$ cat config.mk
export PLATFORM = sky130hd
export DESIGN_NAME = uart_rx_param
export DESIGN_NICKNAME = d
export VERILOG_FILES = /design/src/rtl/uart_rx_param.sv
export SDC_FILE = /design/constraint.sdc
export NUM_CORES = 1
export LEC_CHECK = 0
export CORE_ASPECT_RATIO = 0.8
export CORE_UTILIZATION = 41
export DETAILED_ROUTE_END_ITERATION = 12
export SYNTH_ARGS = -nofsm -noshare
export SYNTH_HDL_FRONTEND = slang
export SYNTH_SLANG_ARGS = --single-unit
$ cat constraint.sdc
create_clock -name i_clkRx -period 6.45 [get_ports i_clkRx]
set_input_delay 0.9675 -clock i_clkRx [delete_from_list [all_inputs] [get_ports i_clkRx]]
set_output_delay 0.9675 -clock i_clkRx [all_outputs]
set_load 0.05 [all_outputs]
$ cat src/rtl/uart_rx_param.sv
// Parametrised UART receiver: 2-FF synchroniser, 3-sample majority vote,
// parity/framing/break/overrun detection and a small valid/ready output FIFO.
module uart_rx_param #(
    parameter int clksPerBit = 234,
    parameter int dataBits   = 8,
    parameter int parityMode = 1,
    parameter int stopBits   = 1,
    parameter int fifoDepth  = 4
) (
    input  logic                i_clkRx,
    input  logic                i_rstRx_n,
    input  logic                i_rxSerial,
    input  logic                i_rdReady,
    output logic                o_rxValid,
    output logic [dataBits-1:0] o_rxData,
    output logic                o_parityError,
    output logic                o_frameError,
    output logic                o_breakDetect,
    output logic                o_overrun,
    output logic                o_busy
);
    localparam int cntW  = $clog2(clksPerBit + 1);
    localparam int idxW  = $clog2(dataBits);
    localparam int addrW = $clog2(fifoDepth);
    localparam int entW  = dataBits + 2;

    localparam logic [cntW-1:0] sampA   = cntW'(clksPerBit / 2 - 1);
    localparam logic [cntW-1:0] sampB   = cntW'(clksPerBit / 2);
    localparam logic [cntW-1:0] sampC   = cntW'(clksPerBit / 2 + 1);
    localparam logic [cntW-1:0] cntLast = cntW'(clksPerBit - 1);
    localparam logic [idxW-1:0] dataLast = idxW'(dataBits - 1);
    localparam logic [idxW-1:0] stopLast = idxW'(stopBits - 1);

    typedef enum logic [2:0] {IDLE, START, DATA, PARITY, STOP, BRKWAIT} rxState_t;

    rxState_t state, stateNext;

    logic syncA, syncB, rxLine;
    logic [cntW-1:0] bitCnt;
    logic [idxW-1:0] bitIdx;
    logic sampleA, sampleB;
    logic [dataBits-1:0] shiftReg;
    logic parityBit, frameErr, stopAllZero;
    logic bitTick, bitVal, frameErrNow, parityErrNow, isBreak;
    logic pushReq, breakHit;

    logic [entW-1:0] fifoMem [fifoDepth];
    logic [addrW:0] wrPtr, rdPtr;
    logic [entW-1:0] headEntry;
    logic fifoEmpty, fifoFull, popEn, pushEn;

    // Sync flops preset to 1 so reset release never looks like a start bit.
    // NOTE: sequential state uses non-blocking (<=) so every flop samples pre-edge values.
    always_ff @(posedge i_clkRx or negedge i_rstRx_n) begin
        if (!i_rstRx_n) begin
            syncA <= 1'b1;
            syncB <= 1'b1;
        end else begin
            syncA <= i_rxSerial;
            syncB <= syncA;
        end
    end
    assign rxLine = syncB;

    assign bitVal  = (sampleA & sampleB) | (sampleA & rxLine) | (sampleB & rxLine);
    assign bitTick = (bitCnt == sampC) && (state inside {START, DATA, PARITY, STOP});

    always_comb begin
        parityErrNow = 1'b0;
        if (parityMode == 1)      parityErrNow = (^shiftReg) != parityBit;
        else if (parityMode == 2) parityErrNow = (~^shiftReg) != parityBit;
    end

    assign frameErrNow = frameErr | ~bitVal;
    assign isBreak = (shiftReg == '0) && ((parityMode == 0) || !parityBit) && stopAllZero && !bitVal;

    always_ff @(posedge i_clkRx or negedge i_rstRx_n) begin
        if (!i_rstRx_n) state <= IDLE;
        else            state <= stateNext;
    end

    // NOTE: every output of this block gets a default first, so no path infers a latch.
    always_comb begin
        stateNext = state;
        pushReq   = 1'b0;
        breakHit  = 1'b0;
        case (state)
            IDLE:    if (!rxLine) stateNext = START;
            START:   if (bitTick) stateNext = bitVal ? IDLE : DATA;
            DATA:    if (bitTick && bitIdx == dataLast)
                         stateNext = (parityMode != 0) ? PARITY : STOP;
            PARITY:  if (bitTick) stateNext = STOP;
            STOP: begin
                if (bitTick && bitIdx == stopLast) begin
                    if (isBreak) begin
                        breakHit  = 1'b1;
                        stateNext = BRKWAIT;
                    end else begin
                        pushReq   = 1'b1;
                        stateNext = IDLE;
                    end
                end
            end
            BRKWAIT: if (rxLine && bitCnt == cntLast) stateNext = IDLE;
            default: stateNext = IDLE;
        endcase
    end

    // The bit counter runs freely through a frame; each bit is decided on the third sample.
    always_ff @(posedge i_clkRx or negedge i_rstRx_n) begin
        if (!i_rstRx_n) begin
            bitCnt      <= '0;
            bitIdx      <= '0;
            sampleA     <= 1'b1;
            sampleB     <= 1'b1;
            shiftReg    <= '0;
            parityBit   <= 1'b0;
            frameErr    <= 1'b0;
            stopAllZero <= 1'b0;
        end else begin
            case (state)
                IDLE:    bitCnt <= '0;
                BRKWAIT: bitCnt <= rxLine ? bitCnt + 1'b1 : '0;
                default: bitCnt <= (bitCnt == cntLast) ? '0 : bitCnt + 1'b1;
            endcase
            if (breakHit) bitCnt <= '0;
            if (bitCnt == sampA) sampleA <= rxLine;
            if (bitCnt == sampB) sampleB <= rxLine;
            if (bitTick) begin
                case (state)
                    START: begin
                        bitIdx      <= '0;
                        frameErr    <= 1'b0;
                        stopAllZero <= 1'b1;
                    end
                    DATA: begin
                        shiftReg <= {bitVal, shiftReg[dataBits-1:1]};
                        bitIdx   <= (bitIdx == dataLast) ? '0 : bitIdx + 1'b1;
                    end
                    PARITY: parityBit <= bitVal;
                    STOP: begin
                        bitIdx      <= bitIdx + 1'b1;
                        frameErr    <= frameErrNow;
                        stopAllZero <= stopAllZero & ~bitVal;
                    end
                    default: ;
                endcase
            end
        end
    end

    // Pop is resolved first, so a full FIFO still accepts a push in a popping cycle.
    assign fifoEmpty = (wrPtr == rdPtr);
    assign fifoFull  = (wrPtr[addrW] != rdPtr[addrW]) && (wrPtr[addrW-1:0] == rdPtr[addrW-1:0]);
    assign popEn     = ~fifoEmpty & i_rdReady;
    assign pushEn    = pushReq & (~fifoFull | popEn);

    // NOTE: FIFO storage has no reset; the pointers alone define which entries are valid.
    always_ff @(posedge i_clkRx) begin
        if (pushEn) fifoMem[wrPtr[addrW-1:0]] <= {shiftReg, parityErrNow, frameErrNow};
    end

    always_ff @(posedge i_clkRx or negedge i_rstRx_n) begin
        if (!i_rstRx_n) begin
            wrPtr         <= '0;
            rdPtr         <= '0;
            o_breakDetect <= 1'b0;
            o_overrun     <= 1'b0;
        end else begin
            if (pushEn) wrPtr <= wrPtr + 1'b1;
            if (popEn)  rdPtr <= rdPtr + 1'b1;
            o_breakDetect <= breakHit;
            o_overrun     <= pushReq & fifoFull & ~popEn;
        end
    end

    assign headEntry     = fifoMem[rdPtr[addrW-1:0]];
    assign o_rxValid     = ~fifoEmpty;
    assign o_rxData      = fifoEmpty ? '0 : headEntry[entW-1:2];
    assign o_parityError = ~fifoEmpty & headEntry[1];
    assign o_frameError  = ~fifoEmpty & headEntry[0];
    assign o_busy        = (state != IDLE);

endmodule

---- After elaboration in Yosys (flattened, before gate mapping) ----
Memories as Yosys holds them, arrays and structs flattened.
Index checks and enable logic that the tools add are counted.
storage, ports and cells
  memory bits (read-only) ................. 0
  register bits ........................... 37
  logic and storage cells ................. 107
  bits in latches ......................... 0
  memory bits (writable) .................. 40
  memories kept ........................... 1
memories
  memory   depth  bits a word  rd ports  clocked after Yosys merged registers in  wr ports  RTL line  text
  fifoMem  4      10           1         0                                        1         47        logic [entW-1:0] fifoMem [fifoDepth];
cells by class
  reduce and logical (&&, ||, !) cells .... 23
  $add $sub $neg .......................... 4
  multiplexer cells ....................... 26
  $mul .................................... 0
  equal/unequal tests ..................... 20
  shifts and indexed selects .............. 0
  divide/modulo/power cells ............... 0
  order comparisons ....................... 0
  bitwise operators ....................... 18
operator list
  operator               count
  $mux W8                4
  $eq A8 B7 Y1 const B   3
  $mux W3                8
  $pmux W3 S6            1
  $pmux W8 S2            1
  $and A1 B1 Y1          10
  $add A3 B1 Y3 const B  3
  $eq A3 B3 Y1 const B   3
  $pmux W3 S3            1
  $add A8 B1 Y8 const B  1
  $eq A8 B8 Y1 const B   1
  $logic_and A1 B1 Y1    8
  $logic_not A8 Y1       1
  $mux W1                8
  $ne A2 B2 Y1 const B   4
  $reduce_and A2 Y1      4
  $reduce_xor A8 Y1      1
  $eq A3 B2 Y1 const B   2
  $logic_not A3 Y1       2
  $reduce_and A6 Y1      1
  $reduce_bool A3 Y1     2
  $ne A2 B1 Y1 const B   2
  $not A1 Y1             4
  $or A1 B1 Y1           4
  other kinds (9)        12

---- Depth between registers and ports, before layout ----
  depth in word-level cells ............... 11
  gate-level depth with buffers ........... 7
  depth with buffers taken out ............ 6

---- Least setup slack after synthesis ----
Ideal clock, no wire load.
  kind .................................... register to output
  from .................................... reg rdPtr[2]
  to ...................................... out o_frameError
  data arrival time ....................... 1815 ps
  stages on the path, launching flop included .. 5
  setup slack ............................. 3668 ps
  path through ............................ dfrtp_1 xor2_1 nand3b_1 clkbuf_1 and2_1
between the ends
  longest elaborated chain between the ends .. 3
RTL lines
  item                    RTL line  text
  start, declared         48        logic [addrW:0] wrPtr, rdPtr;
  start signal, assigned  171       if (popEn) rdPtr <= rdPtr + 1'b1;
  $eq A3 B3 Y1            153       assign fifoEmpty = (wrPtr == rdPtr);
  $not A1 Y1              n/a
  named net o_rxValid     14        output logic o_rxValid,
  $and A1 B1 Y1           181       assign o_frameError = ~fifoEmpty & headEntry[0];
  end, declared           17        output logic o_frameError,
The timed path passes the listed nets, and every way through them passes these cells.

---- Worst setup path in the final report ----
  from .................................... reg rdPtr[0]
  to ...................................... out o_rxData[3]
between the ends
  longest elaborated chain between the ends .. 2
  elaborated cells between the ends (all ways) .. 3
  classes of those cells .................. eq/ne (1); mux (1); memory (1)
RTL lines
  item                                                   RTL line  text
  $mem_v2 Z4 W10 / $eq A3 B3 Y1 (equally long branches)  n/a
  $mux W8 (*)                                            179       assign o_rxData = fifoEmpty ? '0 : headEntry[entW-1:2];
  end, declared                                          15        output logic [dataBits-1:0] o_rxData,
Every way passes the cells marked *; elsewhere a longest branch is shown, timed or not.

==> flow_summary.ini <==
[clock_tree]
h-tree-depth = 3
clockBufferDepth = 2
cts_buffers = 9
cts-root-buf = clkbuf_8
clk_latency_ns = 0.35
path_clk_slew_ns = 0.08
clkSinkCount = 77
cts_hold_repair.buffers = 0
cts_setup_buffers = 0
ctsResizeCount = 0
cts_tree = built

[synth]
ys_top_cells_by_area = edfxtp_1 33%, dfrtp_1 22%, mux4_2 6.1%
synth_edf_count = 40
avgSynthCellArea_um2 = 13.1
yosys.area.top_type_share = 0.327
synth_cells = 280
seq_area_frac_synth = 0.580
ys_warn_count = 0
syn_area_um2 = 3680
ys_ff_latch = 77
synth_largest_area_cell = edfxtp_1
synthFlopType = edfxtp_1
ys_types = 50
syn_nets = 300
synth-async-reset-ratio = 0.481

[critical_path]
worstSetupStartpointType = flop
crit_arrival_ns = 2.74
crit_type = reg -> out
required_ns = 5.48
critPathCaptureType = output pin
cp_max_fo = 13

[finish]
finish.instance_area_um2 = 4120
num-fill-cells = 778
drive_gt1_frac = 0.132
final_nets = 318
multi_input_area_um2 = 1430
area_growth_syn_to_layout_pct = 12.0
n_antenna_cell = 0
ff_latch_area_um2 = 2130
final_core_util = 0.479

[power_and_ir_drop]
power_mw = 0.983
peakVddDrop_mv = 0.129
p_leak_nw = 1.61
power_density_nw_per_um2 = 239

[flow_run]
maxCapViolations = 0

[timing]
fmax_ghz = 0.270
drv_slew = 0
skew_ns = 0.00959
finalHoldViolCount = 0
finalSetupViolations = 0
fin_crit_sh = 0.574
rsz0062_at_grt = false
whs_ns = 0.354
post-route-min-period_ns = 3.71
setup_tns_ns = 0
relSlewSlack = 0.422
tightest_slew_ns = 0.866

[global_routing]
antenna_found_initial = 0
grt_pass1_wl_um = 11400
grt_pass1_vias = 2186
overflow = 0
grt_max_degree = 38
grt_usage = 0.165

[routing]
drt-initial-drc-count = 137
drc = 0
vias_per_cell = 5.28
final_antenna_net_count = 0
finalWirelength_um = 6670
drt_first_pass_iters = 4
vias = 2190
drt-wirelength-per-cell_um = 16.1

[placement]
dpl_cell_area_um2 = 3950
io_buffers = 17
place_congestion = 0.791
place_hpwl_um = 4590

[die]
die_x_um = 108
core_area_um2 = 8600
die_area_um2 = 9360
dieHeight_um = 86.7
num_rows = 30
io_pins = 18
start_util = 0.428

[run_status]
outcome = complete, no violations

[worst_hold_path]
hold_path.class = reg -> reg
stage by stage:
stage          worst slack, ns  cells
2_1_floorplan             3.67    280
3_3_place_gp              3.16    399
3_5_place_dp              3.05    399
4_1_cts                   2.65    415
5_1_grt                   2.46    415
6_report                  2.74    415
where the power goes:
| part | switching [mW] | leakage [nW] | total [mW] | internal (mW) |
|---|---|---|---|---|
| Combinational | 0.0492 | 0.606 | 0.104 | 0.0547 |
| Sequential | 0.0416 | 0.917 | 0.565 | 0.524 |
| Clock | 0.175 | 0.0841 | 0.314 | 0.139 |
metal layers:
metal | part of all wire | wire [um] | GRT usage
met1 | 0.50 | 3360 | 0.234
met2 | 0.44 | 2940 | 0.238
met3 | 0.042 | 283 | 0.0451
met4 | 0.011 | 76 | 0.0710
met5 | 0 | 0 | 0
critical path: stages, from the launching register on:
cell	delay (ns)
dfrtp_1	0.82
xnor2_1	0.21
nand3b_1	0.36
and2_1	0.20
clkdlybuf4s50_1	0.80
final cells by class:
type,count,area share
tap,112,0.0340
timing repair buffer,18,0.0419
sequential,77,0.518
clock buffer,10,0.0310
inverter,22,0.0200
multi-input combinational,170,0.346
clock inverter,6,0.00942
cells by family (layout without fill, tap and decap cells):
group,Yosys count,in the layout,share of synthesized area
AND/OR/NAND/NOR,85,85,0.135
flip-flops,77,77,0.580
buffers and inverters,33,56,0.0347
AO/OA/AOI/OAI,28,28,0.0544
multiplexers,23,23,0.0983
adder cells (fa/ha/maj),17,17,0.0575
XOR/XNOR,17,17,0.0405
synth_stat cells, types with 2 or more instances:
cell type,n
mux2_2,5
mux4_2,10
nand2_1,16
xor2_1,4
edfxtp_1,40
ha_1,16
clkbuf_1,8
nor3_1,3
nor3b_1,3
and3b_1,2
nand3_1,8
o21ai_0,9
mux2i_1,8
nand4bb_1,2
nor2_1,12
inv_1,22
buf_2,3
dfstp_2,4
or3_1,3
a21oi_1,2
nor2b_1,4
nor4b_1,3
dfrtp_1,33
and2_1,13
o41ai_1,2
nand4b_1,4
nand3b_1,4
xnor2_1,13
and3_1,3
worst paths after layout:
kind / startpoint / to / slack (ns) / cells after the start
worst min register to register: syncA$_DFF_PN1_ / rxLine$_DFF_PN1_ / 0.35 / 0
worst max register to register: bitCnt[0]$_DFF_PN0_ / fifoMem[0][7]$_DFFE_PP_ / 3.86 / 6
max in group asynchronous: i_rstRx_n / bitCnt[2]$_DFF_PN0_ / 5.17 / 1
worst min-delay path: syncA$_DFF_PN1_ / rxLine$_DFF_PN1_ / 0.35 / 0
min in group asynchronous: i_rstRx_n / shiftReg[2]$_DFFE_PN0P_ / 0.73 / 1
worst max-delay path: rdPtr[0]$_DFFE_PN0P_ / o_rxData[3] / 2.74 / 4
cells in the final DEF, fill, tap and decap left out, types with 5 or more instances in the layout:
master	synthesis	final
clkbuf_8	0	9
nand3_1	8	8
mux2_2	5	5
dfrtp_1	33	33
xnor2_1	13	13
nor2_1	12	12
and2_1	13	13
mux2i_1	8	8
inv_1	22	22
edfxtp_1	40	40
clkdlybuf4s50_1	0	16
nand2_1	16	16
ha_1	16	16
mux4_2	10	10
o21ai_0	9	9
state kept, by name, summed over array words and instances, names as in the netlist:
| name | flops |
|---|---|
| stopAllZero | 1 |
| o_overrun | 1 |
| wrPtr | 3 |
| bitIdx | 3 |
| o_breakDetect | 1 |
| fifoMem | 40 |
| frameErr | 1 |
| sampleB | 1 |
| rxLine | 1 |
| parityBit | 1 |
| syncA | 1 |
| bitCnt | 8 |
| sampleA | 1 |
| rdPtr | 3 |
| state | 3 |
| shiftReg | 8 |
(Power assumes the default switching activity.)
